==> config.mk <==
export PLATFORM = sky130hd
export DESIGN_NAME = mem_port_arbiter
export DESIGN_NICKNAME = d
export VERILOG_FILES = /design/src/rtl/mem_port_arbiter.sv
export SDC_FILE = /design/constraint.sdc
export NUM_CORES = 1
export LEC_CHECK = 0
export CORE_MARGIN = 2
export CORE_UTILIZATION = 21
export DETAILED_ROUTE_END_ITERATION = 8
export GPL_ROUTABILITY_DRIVEN = 0
export GPL_TIMING_DRIVEN = 0
export PLACE_DENSITY = 0.89
export SYNTH_ARGS = -nofsm -noshare
export SYNTH_HDL_FRONTEND = slang
export SYNTH_SLANG_ARGS = --single-unit
==> constraint.sdc <==
create_clock -name clk -period 1.6 [get_ports clk]
set_input_delay 0.32 -clock clk [delete_from_list [all_inputs] [get_ports clk]]
set_output_delay 0.32 -clock clk [all_outputs]
set_load 0.05 [all_outputs]
==> src/rtl/mem_port_arbiter.sv <==
// Three-way line arbiter in front of the SDRAM controller port: p1 program cache, p2 data cache, p3 video.
// Default build uses fixed priority p3 > p2 > p1; define ARB_ROUND_ROBIN_EN for round robin.
module mem_port_arbiter #(
  parameter int ADDR_W = 24,
  parameter int DATA_W = 16
) (
  input  logic              clk,
  input  logic              rst,
  input  logic [ADDR_W-1:0] p1_address,
  input  logic              p1_req,
  output logic              p1_ready,
  input  logic [ADDR_W-1:0] p2_address,
  input  logic [DATA_W-1:0] p2_to_mem,
  input  logic              p2_req,
  input  logic              p2_wren,
  output logic              p2_ready,
  input  logic [ADDR_W-1:0] p3_address,
  input  logic [DATA_W-1:0] p3_to_mem,
  input  logic              p3_req,
  input  logic              p3_wren,
  output logic              p3_ready,
  output logic [ADDR_W-1:0] mem_address,
  output logic [DATA_W-1:0] mem_to_mem,
  output logic              mem_req,
  output logic              mem_wren,
  input  logic              mem_ready,
  input  logic [1:0]        mem_offset,
  output logic [2:0]        grant
);

  typedef enum logic [1:0] {
    S_IDLE    = 2'd0,
    S_BUSY    = 2'd1,
    S_RELEASE = 2'd2
  } state_t;

  state_t     state_q, state_d;
  logic [2:0] grant_q, grant_d;
  logic [2:0] req_vec;
  logic [2:0] winner;
  logic       busy;
  logic       line_done;

  assign req_vec   = {p3_req, p2_req, p1_req};
  assign busy      = (state_q == S_BUSY);
  assign line_done = busy && mem_ready && (mem_offset == 2'd3);

  function automatic logic [2:0] pick_fixed(input logic [2:0] req);
    logic [2:0] win;
    win = 3'b000;
    if (req[2])      win = 3'b100;
    else if (req[1]) win = 3'b010;
    else if (req[0]) win = 3'b001;
    return win;
  endfunction

`ifdef ARB_ROUND_ROBIN_EN
  logic [1:0] last_q, last_d;

  // Search begins at the requester after the previous winner, wrapping p3 -> p1.
  function automatic logic [2:0] pick_rr(input logic [2:0] req, input logic [1:0] last);
    logic [2:0] win;
    win = 3'b000;
    case (last)
      2'd1: begin
        if (req[1])      win = 3'b010;
        else if (req[2]) win = 3'b100;
        else if (req[0]) win = 3'b001;
      end
      2'd2: begin
        if (req[2])      win = 3'b100;
        else if (req[0]) win = 3'b001;
        else if (req[1]) win = 3'b010;
      end
      default: begin
        if (req[0])      win = 3'b001;
        else if (req[1]) win = 3'b010;
        else if (req[2]) win = 3'b100;
      end
    endcase
    return win;
  endfunction

  function automatic logic [1:0] onehot_to_idx(input logic [2:0] oh);
    logic [1:0] idx;
    idx = 2'd3;
    if (oh[0])      idx = 2'd1;
    else if (oh[1]) idx = 2'd2;
    return idx;
  endfunction

  assign winner = pick_rr(req_vec, last_q);

  always_comb begin
    last_d = last_q;
    if (state_q == S_IDLE && (|req_vec)) last_d = onehot_to_idx(winner);
  end

  always_ff @(posedge clk) begin
    if (rst) last_q <= 2'd3;
    else     last_q <= last_d;
  end
`else
  assign winner = pick_fixed(req_vec);
`endif

  always_comb begin
    state_d = state_q;
    grant_d = grant_q;
    case (state_q)
      S_IDLE: begin
        if (|req_vec) begin
          grant_d = winner;
          state_d = S_BUSY;
        end
      end
      S_BUSY: begin
        // Owner keeps the port until offset 3 even if it drops req mid-line.
        if (line_done) begin
          grant_d = 3'b000;
          state_d = S_RELEASE;
        end
      end
      S_RELEASE: begin
        state_d = S_IDLE;
      end
      default: begin
        grant_d = 3'b000;
        state_d = S_IDLE;
      end
    endcase
  end

  always_ff @(posedge clk) begin
    if (rst) begin
      state_q <= S_IDLE;
      grant_q <= 3'b000;
    end else begin
      state_q <= state_d;
      grant_q <= grant_d;
    end
  end

  always_comb begin
    mem_address = '0;
    mem_to_mem  = '0;
    mem_wren    = 1'b0;
    case (grant_q)
      3'b001: begin
        mem_address = p1_address;
      end
      3'b010: begin
        mem_address = p2_address;
        mem_to_mem  = p2_to_mem;
        mem_wren    = p2_wren;
      end
      3'b100: begin
        mem_address = p3_address;
        mem_to_mem  = p3_to_mem;
        mem_wren    = p3_wren;
      end
      default: ;
    endcase
  end

  assign mem_req  = busy;
  assign grant    = grant_q;
  assign p1_ready = busy & mem_ready & grant_q[0];
  assign p2_ready = busy & mem_ready & grant_q[1];
  assign p3_ready = busy & mem_ready & grant_q[2];

endmodule

==> flow_summary.json <==
{
  "cts_max_level": 1,
  "start_kind": "register",
  "final_cell_area_sq_um": 3730,
  "holdWs_ns": 0.489,
  "yosysSeqAreaShare_pct": 11.0,
  "cts_made_buffers": 3,
  "dpl.hpwl_microns": 4970,
  "cts_tree": "done",
  "power_density_nw_per_um2": 491,
  "rsz0062_at_grt": "true",
  "fp.dieArea_sq_um": 4870,
  "synth_area_per_cell_sq_um": 6.68,
  "hold_viol_final": 0,
  "syn_nets": 250,
  "hp-class": "register to register",
  "fin_crit_sh_pct": 120,
  "vias": 2026,
  "violations": "negative setup slack",
  "postLayoutCoreUtil_pct": 91.3,
  "m1WireLength_microns": 3480,
  "synthAdderAreaFrac_pct": 0,
  "place_area_sq_um": 3060,
  "hold_path_end": "state_q[0]$_SDFFE_PP0P_",
  "hold_buffers": 0,
  "synth_mux_area_share_pct": 0,
  "crit_required_ns": 1.28,
  "drive_above_1_share_pct": 52.8,
  "hp-start": "state_q[1]$_SDFFE_PP0P_",
  "met2_length_microns": 4730,
  "wl_per_cell_microns": 24.6,
  "met3_length_microns": 520,
  "yosysUniqueCellTypes": 25,
  "dp_cells": 347,
  "io_pins": 162,
  "clk_latency_ns": 0.22,
  "synth_compound_area_share_pct": 57.9,
  "reg2reg_slack_ns": 0.49,
  "status": "finished with violations",
  "cts-root-buf": "clkbuf_8",
  "netlist_area_sq_um": 908,
  "cts_sinks": 5,
  "final_common_cell": "clkdlybuf4s50_1",
  "drv_cap": 0,
  "reg2reg_to": "grant[1]$_SDFFE_PP0P_",
  "drv_slew": 0,
  "synth_top_family_by_area": "compound AO/OA/AOI/OAI gates",
  "path_cells": "nor2b_4 -> and2b_1 -> buf_6 -> clkbuf_16 -> a22o_4 -> buf_8",
  "r2r_cells": 3,
  "grt_usage_pct": 30.4,
  "fmax_mhz": 522,
  "cp_max_fo": 5,
  "detailedPlace.worstSlack_ns": -0.884,
  "worstPathArrival_ns": 1.59,
  "std_cell_rows": 23,
  "min_path_cells": 1,
  "setup_ws_ns": -0.315,
  "timing.final.crit_period_ns": 1.91,
  "r2r-start": "state_q[1]$_SDFFE_PP0P_",
  "dieWidth_microns": 69.8,
  "drtIter0Drc": 135,
  "top_layer_used": "met4",
  "synth_xor_area_share_pct": 0,
  "path_clk_slew_ns": 0.03,
  "fin_worst_skew_ns": 0.00119,
  "die_height_microns": 69.8,
  "slowest_delay_ns": 0.36,
  "ys_warn_count": 0,
  "avgViaCountPerCell": 5.54,
  "grt_pass1_vias": 2101,
  "io_buffer_count": 161,
  "clock_path_buffers": 2,
  "n_antenna_cell": 0,
  "num-nets-final": 431,
  "start_util_pct": 22.2,
  "worst_setup_path_end_kind": "output port",
  "firstDrtPassIters": 4,
  "most-common-layout-cells": "clkdlybuf4s50_1 (113), o21ai_4 (24), buf_8 (23), buf_6 (23), a22oi_2 (18)",
  "wl_microns": 9010,
  "grt_max_degree": 11,
  "slew_headroom_pct": 61.0,
  "tightest_slew_ns": 0.585,
  "antenna_found_initial": 0,
  "syn_inst": 136,
  "critPathKind": "register to output port",
  "yosys.area_share.simple_pct": 21.1,
  "layoutNonFillerInstCount": 366,
  "drc": 0,
  "synth_seq_cells": 5,
  "p_total_mw": 1.83,
  "grt_pass1_wl_microns": 11800,
  "report.final.setup_viol": 41,
  "setup-tns-final_ns": -11.51,
  "core_area_sq_um": 4090,
  "area_delta_synth_final_pct": 311,
  "grt_overflow": 0,
  "leakage_nw": 1.58,
  "slowest_stage": "dfxtp_4",
  "irDropWorstVdd_mv": 0.434,
  "ant_nets": 0
}
[routing by layer]
metal | vias to the layer above | GRT usage, %
li1 | 892 | -
met3 | 22 | 6.98
met2 | 111 | 55.8
met1 | 1001 | 34.7
met5 | - | 0
met4 | 0 | 8.55
[how the worst max path moves through the flow]
stage                                from               to
detailed placement  grant[1]$_SDFFE_PP0P_  mem_address[22]
finish              grant[2]$_SDFFE_PP0P_    mem_to_mem[6]
floorplan           grant[2]$_SDFFE_PP0P_   mem_to_mem[10]
global placement    grant[1]$_SDFFE_PP0P_  mem_address[23]
global route        grant[1]$_SDFFE_PP0P_  mem_address[19]
CTS                 grant[0]$_SDFFE_PP0P_  mem_address[22]
[cells by family (layout without fill, tap and decap cells)]
family,Yosys count,after routing
and+or+nand+nor,40,40
buffers and inverters,17,197
AOI/OAI and AO/OA,74,74
DFF,5,5
[worst max-delay path, delay by kind of cell (launching register included)]
family          cells  cell delay [ns]
buf+inv             3             0.46
flops               1             0.36
simple gates        2             0.32
compound gates      1             0.22
[sequential cells by signal, summed over array words and instances, names as in the netlist]
register  flops
grant         3
state_q       2
[power breakdown]
group	total [mW]	switching [mW]	internal [mW]
registers	0.143	0.0126	0.131
logic	1.46	0.740	0.715
clock network	0.234	0.0625	0.171
[area by class of cell]
type	instances	area, sq um
clock buffers	4	45.0
fillers	151	357
well taps	50	62.6
inverters	2	7.51
multi-input cells	114	1360
flip-flops and latches	5	113
plain buffers	13	190
repair buffers	178	1950
[cell usage after synthesis]
master	instances	area share (%)
nor3b_2	1	1.4
a21o_1	2	1.7
and2b_1	1	0.83
nor3b_1	1	0.83
a2111oi_0	1	0.96
a22o_1	17	16
a221o_1	1	1.1
a22oi_1	24	20
a32o_1	2	2.2
nand2_1	24	9.9
nor3_1	2	1.1
o21ai_1	4	2.2
o21bai_1	1	0.83
inv_1	2	0.83
buf_6	2	2.5
nor2b_1	3	2.1
and3_1	4	2.8
nor2_1	2	0.83
o21ai_0	21	12
o211a_1	1	1.1
nor4_1	1	0.69
nand2b_1	1	0.69
clkbuf_1	3	1.2
dfxtp_1	5	11
buf_2	10	5.5
[repair_timing]
item | in CTS | in global routing
pin swaps | 7 | 9
endpoints found under the setup margin | 48 | 45
resized for setup | 372 | 42
cloned | 1 | 3
buffers inserted | 12 | 1
Note: power is estimated with default switching activity, not from simulation.
